--- config.mk ---
export PLATFORM = sky130hd
export DESIGN_NAME = led_sequencer
export DESIGN_NICKNAME = d
export VERILOG_FILES = /design/src/rtl/led_sequencer.sv
export SDC_FILE = /design/constraint.sdc
export NUM_CORES = 1
export LEC_CHECK = 0
export ABC_CLOCK_PERIOD_IN_PS = 3500
export BUFFER_PORTS_ARGS = -buffer_cell sky130_fd_sc_hd__buf_4
export CELL_PAD_IN_SITES_DETAIL_PLACEMENT = 1
export CELL_PAD_IN_SITES_GLOBAL_PLACEMENT = 1
export CORE_MARGIN = 3
export CORE_UTILIZATION = 49
export DETAILED_ROUTE_END_ITERATION = 8
export GPL_ROUTABILITY_DRIVEN = 0
export MAX_ROUTING_LAYER = met4
export PLACE_DENSITY = 0.8
export SLEW_MARGIN = 25
export SYNTH_ARGS = -nofsm -noshare
export SYNTH_HDL_FRONTEND = slang
export SYNTH_SLANG_ARGS = --single-unit
--- constraint.sdc ---
create_clock -name clk -period 3.5 [get_ports clk]
set_input_delay 1.05 -clock clk [delete_from_list [all_inputs] [get_ports clk]]
set_output_delay 1.05 -clock clk [all_outputs]
set_load 0.05 [all_outputs]
--- src/rtl/led_sequencer.sv ---
// LED pattern sequencer: a prescaler produces a step tick, and each tick advances the
// pattern by the current mode (rotate left/right, bounce, blink). The mode and the step
// period are reloaded through a valid/ready command port. LED outputs are active-low.
module led_sequencer #(
  parameter int unsigned N_LEDS    = 6,
  parameter int unsigned DIV_WIDTH = 22
) (
  input  logic                 clk,
  input  logic                 rst,
  input  logic                 cmd_valid,
  output logic                 cmd_ready,
  input  logic [1:0]           cmd_mode,
  input  logic [DIV_WIDTH-1:0] cmd_period,
  output logic                 tick,
  output logic [N_LEDS-1:0]    led
);

  typedef enum logic {StRun, StLoad} state_e;
  typedef enum logic [1:0] {ModeRotL, ModeRotR, ModeBounce, ModeBlink} mode_e;

  state_e                 state_q;
  mode_e                  mode_q;
  logic [DIV_WIDTH-1:0]   period_q;
  logic [DIV_WIDTH-1:0]   cnt_q;
  logic [N_LEDS-1:0]      pat_q;
  logic                   dir_q;
  logic                   tick_q;

  logic [N_LEDS-1:0]      step_pat;
  logic                   step_dir;
  logic [N_LEDS-1:0]      load_pat;
  logic                   step_due;

  localparam logic [N_LEDS-1:0] PatLsb = {{(N_LEDS-1){1'b0}}, 1'b1};
  localparam logic [N_LEDS-1:0] PatMsb = {1'b1, {(N_LEDS-1){1'b0}}};

  assign step_due  = (cnt_q == period_q);
  assign cmd_ready = (state_q == StRun);
  assign tick      = tick_q;
  assign led       = ~pat_q;

  // Next pattern and bounce direction for one step under the current mode.
  always_comb begin
    step_pat = pat_q;
    step_dir = dir_q;
    case (mode_q)
      ModeRotL: step_pat = {pat_q[N_LEDS-2:0], pat_q[N_LEDS-1]};
      ModeRotR: step_pat = {pat_q[0], pat_q[N_LEDS-1:1]};
      ModeBounce: begin
        if (!dir_q) begin
          // Turn at the MSB so the end position is shown only once.
          if (pat_q[N_LEDS-1]) begin
            step_dir = 1'b1;
            step_pat = pat_q >> 1;
          end else begin
            step_pat = pat_q << 1;
          end
        end else begin
          if (pat_q[0]) begin
            step_dir = 1'b0;
            step_pat = pat_q << 1;
          end else begin
            step_pat = pat_q >> 1;
          end
        end
      end
      ModeBlink: step_pat = ~pat_q;
      default: step_pat = pat_q;
    endcase
  end

  // Starting pattern installed when leaving LOAD, chosen by the newly loaded mode.
  always_comb begin
    load_pat = PatLsb;
    case (mode_q)
      ModeRotL, ModeBounce: load_pat = PatLsb;
      ModeRotR:             load_pat = PatMsb;
      ModeBlink:            load_pat = '1;
      default:              load_pat = PatLsb;
    endcase
  end

  // Control FSM, prescaler and pattern registers.
  always_ff @(posedge clk or posedge rst) begin
    if (rst) begin
      state_q  <= StRun;
      mode_q   <= ModeRotL;
      period_q <= '1;
      cnt_q    <= '0;
      pat_q    <= PatLsb;
      dir_q    <= 1'b0;
      tick_q   <= 1'b0;
    end else begin
      case (state_q)
        StRun: begin
          // A step due on the accept edge still runs under the old mode; LOAD overwrites it.
          if (step_due) begin
            cnt_q  <= '0;
            pat_q  <= step_pat;
            dir_q  <= step_dir;
            tick_q <= 1'b1;
          end else begin
            cnt_q  <= cnt_q + 1'b1;
            tick_q <= 1'b0;
          end
          if (cmd_valid) begin
            mode_q   <= mode_e'(cmd_mode);
            period_q <= cmd_period;
            state_q  <= StLoad;
          end
        end
        StLoad: begin
          cnt_q   <= '0;
          dir_q   <= 1'b0;
          pat_q   <= load_pat;
          tick_q  <= 1'b0;
          state_q <= StRun;
        end
        default: state_q <= StRun;
      endcase
    end
  end

endmodule

Word-level counts from Yosys, hierarchy flattened
Index checks and enable logic that the tools add are counted.

Bits in registers: 55. Input bits: 27. Output and inout port bits: 8.

Add/sub/neg operators: 1. Multiplexer cells: 19. Equality and inequality tests: 6. Bitwise logic cells: 2. Reductions and logical operators: 4.

Operator list (count): 22-bit case mux with 2 select lines (1); 6-bit 2-to-1 mux (4); 6-bit case mux with 4 select lines (1); 22-bit by 1-bit adder with 22-bit output (second input constant) (1); 22-bit equality test (1); 22-bit 2-to-1 mux (1); 6-bit case mux with 3 select lines (1); 6-bit case mux with 2 select lines (1); 1-bit 2-to-1 mux (7); 6-bit inverter (1); 1-bit case mux with 2 select lines (3); 2-bit equality test (second input constant) (2); 2-bit by 1-bit != test with 1-bit output (second input constant) (2); 2-bit AND reduction (2); 2-bit by 1-bit equality test with 1-bit output (second input constant) (1); 2-bit zero test (1); 2-bit OR reduction (1); 1-bit inverter (1).

Longest topological paths before layout
Gate-level depths: netlist (run 1).

Depth after elaboration: 5. Mapped depth: 7.

Worst setup path before layout (run 1)
No wires, ideal clock.

Path kind: input-to-reg. Start point: in cmd_valid. End point: reg period_q[10]. Path slack: 1290 ps. Setup time: 82 ps. Required time: 3418 ps. Path buffers: 2. Stages: 4. Data arrival time: 2128 ps. Path through: nor2b_1 -> clkbuf_1 -> clkbuf_1 -> mux2_2.

Longest elaborated chain between the ends: 1.

Ends and longest elaborated chain: start, declared (RTL line 10) `input logic cmd_valid,`; 2-bit AND reduction (no line); end signal, assigned (RTL line 108) `period_q <= cmd_period;`; end, declared (RTL line 23) `logic [DIV_WIDTH-1:0] period_q;`.

Every way passes these cells. A chain may end at the register's enable or synchronous reset.

Worst setup path after layout (run 1)
Start point: reg cnt_q[11]. End point: reg dir_q.

Longest elaborated chain between the ends: 3.

Ends and longest elaborated chain: start, declared (RTL line 24) `logic [DIV_WIDTH-1:0] cnt_q;`; start signal, assigned (RTL line 103) `cnt_q <= cnt_q + 1'b1;`; 22-bit equality test (RTL line 37) `assign step_due = (cnt_q == period_q);`; 2-bit by 1-bit != test with 1-bit output (no line); 2-bit AND reduction (no line); end signal, assigned (RTL line 100) `dir_q <= step_dir;`; end, declared (RTL line 26) `logic dir_q;`.

Every way passes these cells.

==> results of run 1 <==
## cells by family (layout without fill, tap and decap cells)
kind of cell | count (synthesis) | in the layout | share of synthesized area
adder cells (fa/ha/maj) | 1 | 1 | 0.00437
flip-flops | 55 | 55 | 0.490
AND/OR/NAND/NOR | 93 | 93 | 0.172
AO/OA/AOI/OAI | 29 | 29 | 0.0734
multiplexers | 26 | 26 | 0.101
buffers and inverters | 22 | 57 | 0.0301
XOR/XNOR | 42 | 42 | 0.128
## per-layer routing
metal,up-vias,part of all wire
li1,996,-
met1,1084,0.44
met2,42,0.51
met3,8,0.035
met4,0,0.011
met5,-,0
## worst paths after layout
path	from	cells past startpoint	end	slack [ps]
worst min register to register	cnt_q[17]$_DFF_PP0_	2	cnt_q[17]$_DFF_PP0_	590
worst min-delay path	cnt_q[17]$_DFF_PP0_	2	cnt_q[17]$_DFF_PP0_	590
worst max-delay path	cnt_q[11]$_DFF_PP0_	5	dir_q$_DFFE_PP0P_	1010
min in group asynchronous	rst	2	state_q$_DFF_PP0_	670
worst max register to register	cnt_q[11]$_DFF_PP0_	5	dir_q$_DFFE_PP0P_	1010
max in group asynchronous	rst	3	period_q[10]$_DFFE_PP1P_	2140
## where the power goes
part | total, uW | switching (uW) | internal (uW)
registers | 812 | 82.5 | 729
clock network | 421 | 206 | 214
logic | 329 | 182 | 147
## metrics by stage
step	util	worst slack [ps]	cell area, um^2	power, uW	cells
finish	0.593	1010	3310	1560	375
CTS	0.593	1000	3310	1580	375
floorplan	-	1150	2870	1040	268
detailed placement	0.574	1080	3200	1150	367
global route	0.593	855	3310	1640	375
global placement	0.574	1080	3200	1140	367
## critical path, cell delays in order, from the launching register on
cell and delay [ps]:
dfrtp_1 470, xor2_1 200, nor4_1 420, nand4_1 520, or4_1 630, a21oi_1 160
## area by class of cell
cell class                      instances  area [um^2]  area share
Clock buffer                            7         76.3      0.0231
Clock inverter                          1         30.0     0.00908
Inverter                               10         37.5      0.0113
Multi-Input combinational cell        191         1380       0.416
Sequential cell                        55         1410       0.425
Tap cell                               72         90.1      0.0272
Timing Repair Buffer                   39          293      0.0885
## state kept, by name, indices dropped and copies added, names as in the netlist
register,count
pat_q,6
cnt_q,22
dir_q,1
period_q,22
state_q,1
tick,1
mode_q,2
## Yosys cell counts, drive strengths merged, types with 2 or more instances
library cell | number | share of area
buf | 3 | 0.0052
clkbuf | 9 | 0.012
xnor2 | 6 | 0.018
and3 | 4 | 0.0087
o21ai | 6 | 0.010
o221ai | 3 | 0.0092
dfrtp | 32 | 0.28
nor2 | 32 | 0.042
xor2 | 36 | 0.11
nand2b | 5 | 0.011
nor4 | 7 | 0.023
mux2 | 24 | 0.094
o211ai | 2 | 0.0052
inv | 10 | 0.013
a311oi | 2 | 0.0061
nand4 | 5 | 0.011
nand2 | 17 | 0.023
and4 | 2 | 0.0061
nor2b | 3 | 0.0066
a311o | 2 | 0.0070
dfstp | 23 | 0.21
a21oi | 5 | 0.0087
nand3 | 9 | 0.016
o311ai | 2 | 0.0061
mux2i | 2 | 0.0070
o41ai | 2 | 0.0061
==> impl_metrics.csv, run 1 <==
group,metric,value,unit
yosys,synth-seq-cells,55,
sta,skew,12.3,ps
clock_network,ctsLongestPathBuffers,2,
setup_path,worstSetupPathType,"register to register",
sta,fin_crit_sh,0.712,
routing,drc,0,
clock_network,cts.repair.resized,0,
grt,grt_pass1_wl,11100,um
sta,hold_ws,587,ps
grt,grt_overflow,0,
finish,fillers,621,
yosys,synthArstFlopShare,1.00,
die,die_h,82.5,um
job,max_cap_viol_count,0,
finish,area_delta_synth_final,15.5,%
clock_network,cts_tree,"done",
clock_network,clk_latency,320,ps
sta,fmax,401,MHz
sta,final.min_clock_period,2490,ps
power,power.leakage,0.00144,uW
clock_network,cts.hold.buffers_added,0,
yosys,synth_nets,296,
setup_path,cp-start-kind,"register",
sta,drv_slew,0,
die,ios,35,
yosys,synth_area,0.00287,mm^2
clock_network,post_cts.repair.setup_buffers,0,
yosys,synth_edf_count,0,
finish,layout_common_cells,"buf_4 (39), xor2_1 (36), nor2_1 (32), dfrtp_1 (32), dfstp_2 (23)",
grt,grtUsageMet1,0.283,
clock_network,cts-root-buf,"clkbuf_8",
grt,antenna_found_initial,0,
run_status,status,"finished, final reports clean",
setup_path,worstPathArrival,2730,ps
placement,port_buffers,34,
clock_network,cts-htree-levels,2,
yosys,syn_inst,268,
grt,use_met2,0.375,
yosys,synth_flop_cell,"dfrtp_1",
grt,use_met3,0.0412,
finish,layout_commonest_cell,"buf_4",
finish,antennaDiodeCount,0,
clock_network,cts_sinks,55,
die,dieArea,0.00680,mm^2
clock_network,clkTransAtPathRegs,100,ps
sta,worst_pin_slew,641,ps
routing,avgRoutedWirePerCell,18.2,um
die,num_rows,27,
die,core_area,0.00557,mm^2
yosys,ys_warn_count,0,
setup_path,endpoint_kind,"register",
finish,final_nets,330,
routing,firstDrtPassIters,4,
grt,grt_pass1_vias,2192,
sta,grt_setup_unrepaired,"false",
grt,grt_max_degree,29,
yosys,synth_cell_types,47,
die,die_w,82.5,um
power,peakVddDrop,217,uV
clock_network,numCtsBuffers,5,
routing,via_per_inst,5.68,
power,p_per_area,472,mW/mm^2
finish,drive_gt1_frac,0.310,
sta,hold_viol_final,0,
placement,hpwl,4980,um
yosys,postSynthAreaPerCell,10.7,um^2
setup_path,required,3740,ps
routing,drtAntennaViolNets,0,
sta,finalSetupViolCount,0,
routing,drt_iter0_drc,85,
routing,num_vias,2130,
routing,wirelength,6810,um
grt,track_usage,0.225,
yosys,seq_area_frac_synth,0.490,
sta,tns,0,ps
grt,grt-busiest-layer,"met2",
die,start_util,0.514,
sta,slew_headroom,0.569,
hold_path,hp-class,"register to register",
setup_path,cp_max_fo,13,
Power figures use the tool's default switching activity.
==> run 2, diff against run 1 <==
ABC_CLOCK_PERIOD_IN_PS = 2500   (was 3500)
CORE_UTILIZATION = 46   (was 49)
PLACE_DENSITY = 0.76   (was 0.8)
clock period = 2.5 ns   (was 3.5 ns; I/O delays follow)
==> run 2 against run 1 <==
Effect of this change:
- combinational power increased by 36%
- largest power group unchanged
- via count decreased by 1.4%
- critical endpoint unchanged
- register-to-register slack got worse by 770 ps
- critical path type unchanged
- clock power increased by 39%
- fmax increased by 10%
- die area increased by 6.0%
- total power increased by 39%
- wire length decreased by 3.5%
- sequential power increased by 40%
- cell count increased by 0.53%
- clock skew about the same
- first-iteration DRC count decreased by 12%
==> impl_metrics.csv, run 2 (synthesized netlist as in run 1, its figures left out) <==
group,metric,value,unit
routing,wirelength,6580,um
run_status,status,"finished, final reports clean",
placement,hpwl,4740,um
sta,grt_setup_unrepaired,"false",
sta,fmax,442,MHz
sta,timing.final.ws_setup,238,ps
clock_network,cts.repair.resized,0,
power,power.leakage,0.00143,uW
routing,via_per_inst,5.57,
setup_path,worstPathArrival,2490,ps
routing,drtAntennaViolNets,0,
hold_path,hp-class,"register to register",
clock_network,cts-root-buf,"clkbuf_8",
power,p_per_area,656,mW/mm^2
grt,track_usage,0.195,
grt,grt_pass1_vias,2169,
finish,antennaDiodeCount,0,
clock_network,cts_tree,"done",
finish,largestRegisters,"cnt_q x22, period_q x22, pat_q x6",
finish,area_delta_synth_final,15.3,%
finish,fin_util,0.552,
die,start_util,0.478,
setup_path,reg2reg_to,"dir_q$_DFFE_PP0P_",
setup_path,cp_max_fo,13,
clock_network,post_cts.repair.setup_buffers,0,
grt,grt_pass1_wl,10900,um
sta,final.min_clock_period,2260,ps
sta,drv_slew,0,
setup_path,cpPeakStageDelay,490,ps
setup_path,cp-endpoint,"dir_q$_DFFE_PP0P_",
routing,drc,0,
finish,drive_gt1_frac,0.308,
power,peakVddDrop,458,uV
routing,firstDrtPassIters,4,
sta,fin_crit_sh,0.905,
setup_path,ff2ff_setup_slack,240,ps
grt,grt_overflow,0,
die,die_h,84.9,um
die,ios,35,
routing,num_vias,2100,
sta,slew_headroom,0.531,
setup_path,endpoint_kind,"register",
clock_network,cts-htree-levels,2,
finish,final_nets,329,
setup_path,ff2ff_path_depth,6,
finish,layout_commonest_cell,"buf_4",
finish,layout_common_cells,"buf_4 (38), xor2_1 (36), nor2_1 (32), dfrtp_1 (32), dfstp_2 (23)",
setup_path,worstSetupPathType,"register to register",
sta,hold_viol_final,0,
setup_path,required,2730,ps
setup_path,worstPathCellList,"xor2_1 -> nor4_1 -> nand4_1 -> buf_4 -> or4_1 -> a21oi_1",
die,die_w,84.9,um
setup_path,worstSetupStartpoint,"cnt_q[11]$_DFF_PP0_",
finish,finalNonFillerCells,377,
clock_network,cts.hold.buffers_added,0,
placement,post-place-ws,242,ps
sta,finalSetupViolCount,0,
die,dieArea,0.00721,mm^2
routing,drt_iter0_drc,75,
routing,avgRoutedWirePerCell,17.4,um
clock_network,ctsLongestPathBuffers,2,
clock_network,clk_latency,300,ps
die,core_area,0.00599,mm^2
sta,worst_pin_slew,703,ps
placement,port_buffers,34,
grt,grt_max_degree,56,
die,num_rows,28,
clock_network,numCtsBuffers,5,
placement,place_inst,369,
setup_path,cp_slowest_cell,"nor4_1",
setup_path,r2r-start,"cnt_q[11]$_DFF_PP0_",
sta,skew,12.0,ps
setup_path,cp-start-kind,"register",
clock_network,cts_sinks,55,
job,max_cap_viol_count,0,
clock_network,clkTransAtPathRegs,100,ps
sta,tns,0,ps
grt,antenna_found_initial,0,
## run 2: cell count changes in the layout (fill, tap and decap cells not counted)
cell,previous run,this run
buf_4,39,38
## run 2: worst min path at each step
stage	start	endpoint	slack, ps	cells after the start
6_report	cnt_q[0]$_DFF_PP0_	cnt_q[0]$_DFF_PP0_	540	1
5_1_grt	cnt_q[0]$_DFF_PP0_	cnt_q[0]$_DFF_PP0_	590	1
4_1_cts	cnt_q[0]$_DFF_PP0_	cnt_q[0]$_DFF_PP0_	550	1
3_5_place_dp	cnt_q[0]$_DFF_PP0_	cnt_q[0]$_DFF_PP0_	530	1
3_3_place_gp	cnt_q[0]$_DFF_PP0_	cnt_q[0]$_DFF_PP0_	520	1
2_1_floorplan	cnt_q[0]$_DFF_PP0_	cnt_q[0]$_DFF_PP0_	490	1
## run 2: worst max-delay path: cells and delay by family, from the launching register on
kind | cells | cell delay (ps)
AO/OA/AOI/OAI | 1 | 160
XOR/XNOR | 1 | 200
buffers and inverters | 1 | 210
flip-flops | 1 | 480
AND/OR/NAND/NOR | 3 | 1140
## run 2: per-stage QoR
stage | instance area (um^2) | hold WS (ps) | total power [uW]
final | 3300 | 540 | 2170
after global routing | 3300 | 586 | 2280
after CTS | 3300 | 546 | 2190
after detailed placement | 3200 | 531 | 1600
after global placement | 3200 | 520 | 1590
after floorplan | 2870 | 489 | 1450
## run 2: final cells by class
type                       count  area, um^2
sequential                    55        1410
inverter                      10        37.5
fill                         673        2690
timing repair buffer          38         285
clock inverter                 1        30.0
clock buffer                   7        76.3
multi-input combinational    191        1380
tap                           75        93.8
## run 2: report_power, final
part	switching, uW	total [uW]	internal (uW)	leakage [uW]
clock network	285	586	300	0.0000524
registers	114	1140	1020	0.000671
logic	244	447	203	0.000706
total	644	2170	1520	0.00143
## run 2: per-layer routing
metal	part of all wire	track usage
met4	0.0096	0.0446
met1	0.47	0.257
met5	0	-
met3	0.023	0.0291
met2	0.50	0.320
==> run 3, diff against run 2 <==
CORE_ASPECT_RATIO = 0.9   (was unset)
HOLD_SLACK_MARGIN = 0.08   (was unset)
==> run 3 against run 2 <==
Effect of this change:
- die area barely moved
- design area rose by 0.68%
- via count rose by 2.1%
- combinational power rose by 2%
- non-clock buffer count rose by 3
- cell count fell by 0.53%
- total power fell by 1.2%
- clock power fell by 6.8%
- clock skew fell by 4.7 ps
- wire length rose by 5.7%
- critical endpoint unchanged
- largest cell class unchanged
==> impl_metrics.csv, run 3 (synthesized netlist as in run 1, its figures left out) <==
group,metric,value,unit
run_status,status,"finished, final reports clean",
power,finalPower,2140,uW
power,switchingPower,663,uW
sta,worst_pin_slew,760,ps
sta,hold_ws,470,ps
finish,largestRegisters,"cnt_q x22, period_q x22, pat_q x6",
setup_path,worstSetupPathType,"register to register",
setup_path,reg2reg_to,"dir_q$_DFFE_PP0P_",
grt,grt_pass1_vias,2252,
routing,via_per_inst,5.72,
finish,multi_input_area,0.00138,mm^2
die,core_area,0.00586,mm^2
setup_path,worstSetupStartpoint,"cnt_q[11]$_DFF_PP0_",
finish,regArea,0.00141,mm^2
placement,hpwl,4940,um
finish,layout_common_cells,"buf_4 (40), xor2_1 (36), nor2_1 (32), dfrtp_1 (32), dfstp_2 (23)",
clock_network,numCtsBuffers,5,
power,p_int,1480,uW
die,die_h,80.9,um
setup_path,cp-endpoint,"dir_q$_DFFE_PP0P_",
setup_path,ff2ff_setup_slack,270,ps
sta,drv_slew,0,
clock_network,clkTransAtPathRegs,100,ps
placement,port_buffers,34,
sta,tns,0,ps
clock_network,cts-root-buf,"clkbuf_8",
grt,antenna_found_initial,0,
finish,antennaDiodeCount,0,
finish,area_delta_synth_final,16.1,%
clock_network,ctsLongestPathBuffers,2,
sta,finalSetupViolCount,0,
setup_path,ff2ff_path_depth,6,
routing,drtAntennaViolNets,0,
setup_path,cp-start-kind,"register",
setup_path,r2r-start,"cnt_q[11]$_DFF_PP0_",
clock_network,clk_latency,320,ps
grt,grt_max_degree,33,
sta,slew_headroom,0.489,
power,p_per_area,644,mW/mm^2
sta,hold_viol_final,0,
setup_path,cp_max_fo,7,
sta,grt_setup_unrepaired,"false",
finish,final_nets,332,
die,die_w,89.2,um
grt,track_usage,0.212,
routing,avgRoutedWirePerCell,18.5,um
clock_network,cts_sinks,55,
setup_path,required,2730,ps
routing,drc,0,
grt,grt_overflow,0,
grt,grt_pass1_wl,11400,um
clock_network,cts-htree-levels,2,
setup_path,endpoint_kind,"register",
finish,layout_commonest_cell,"buf_4",
routing,wirelength,6950,um
power,power_frac_comb,0.212,
sta,skew,7.38,ps
sta,fin_crit_sh,0.893,
die,ios,35,
power,power_frac_seq,0.533,
power,pwr-share-clk,0.255,
routing,drt_iter0_drc,111,
clock_network,cts_tree,"done",
routing,num_vias,2145,
finish,drive_gt1_frac,0.318,
sta,final.min_clock_period,2230,ps
finish,fillers,653,
power,power.leakage,0.00145,uW
die,num_rows,26,
sta,fmax,448,MHz
die,start_util,0.489,
setup_path,worstPathArrival,2460,ps
hold_path,hp-class,"input port to async pin",
routing,firstDrtPassIters,4,
power,peakVddDrop,389,uV
power,sw_frac_of_total,0.309,
die,dieArea,0.00721,mm^2
job,max_cap_viol_count,0,
==> run 3: cell count changes in the layout (fill, tap and decap cells not counted) <==
cell       delta
buf_12        +1
buf_4         +2
bufinv_16     -1
clkbuf_1      -1
clkbuf_8      +2
==> run 3: power groups by stage <==
stage	clock network [uW]	registers (uW)	logic, uW
final	546	1140	454
after global routing	595	1160	500
after CTS	561	1140	461
after detailed placement	0	1160	458
after global placement	0	1150	445
after floorplan	0	1100	351
==> run 3: worst max-delay path, cell delays in order, from the launching register on <==
cell     delay, ps
dfrtp_1        460
xor2_1         200
nor4_1         440
nand4_1        170
buf_4          210
or4_1          480
a21oi_1        190
==> run 3: metrics by stage <==
stage | area (um^2) | worst slack [ps] | std cells | util
4_1_cts | 3300 | 175 | 372 | 0.564
2_1_floorplan | 2870 | 445 | 268 | -
3_5_place_dp | 3200 | 233 | 364 | 0.547
5_1_grt | 3330 | 175 | 375 | 0.568
3_3_place_gp | 3200 | 204 | 364 | 0.547
6_report | 3330 | 266 | 375 | 0.568
==> run 3: worst min-delay path by stage <==
stage / start / end / slack, ps / depth (start not counted)
detailed placement: cnt_q[0]$_DFF_PP0_ / cnt_q[0]$_DFF_PP0_ / 540 / 1
finish: rst / cnt_q[21]$_DFF_PP0_ / 470 / 2
CTS: rst / cnt_q[21]$_DFF_PP0_ / 480 / 2
global route: rst / cnt_q[21]$_DFF_PP0_ / 500 / 2
global placement: cnt_q[21]$_DFF_PP0_ / cnt_q[21]$_DFF_PP0_ / 540 / 2
floorplan: cnt_q[0]$_DFF_PP0_ / cnt_q[0]$_DFF_PP0_ / 490 / 1
==> run 3: what timing repair did <==
action | CTS | global route
hold buffers | 0 | 0
setup endpoints to repair | 0 | 2
resized for setup | 0 | 0
buffers inserted | 0 | 3
==> run 3: cell type report <==
cell class	instances	area share
multi-input cells	191	0.414
flip-flops and latches	55	0.422
clock buffers	8	0.0301
inverters	10	0.0113
repair buffers	41	0.0963
well taps	70	0.0263
==> run 3: metal layers <==
| metal | vias up | track usage | routed length, um |
|---|---|---|---|
| met2 | 40 | 0.327 | 3380 |
| met5 | - | - | 0 |
| met1 | 1086 | 0.283 | 3200 |
| li1 | 1006 | - | - |
| met4 | 0 | 0.0744 | 126 |
| met3 | 13 | 0.0375 | 241 |
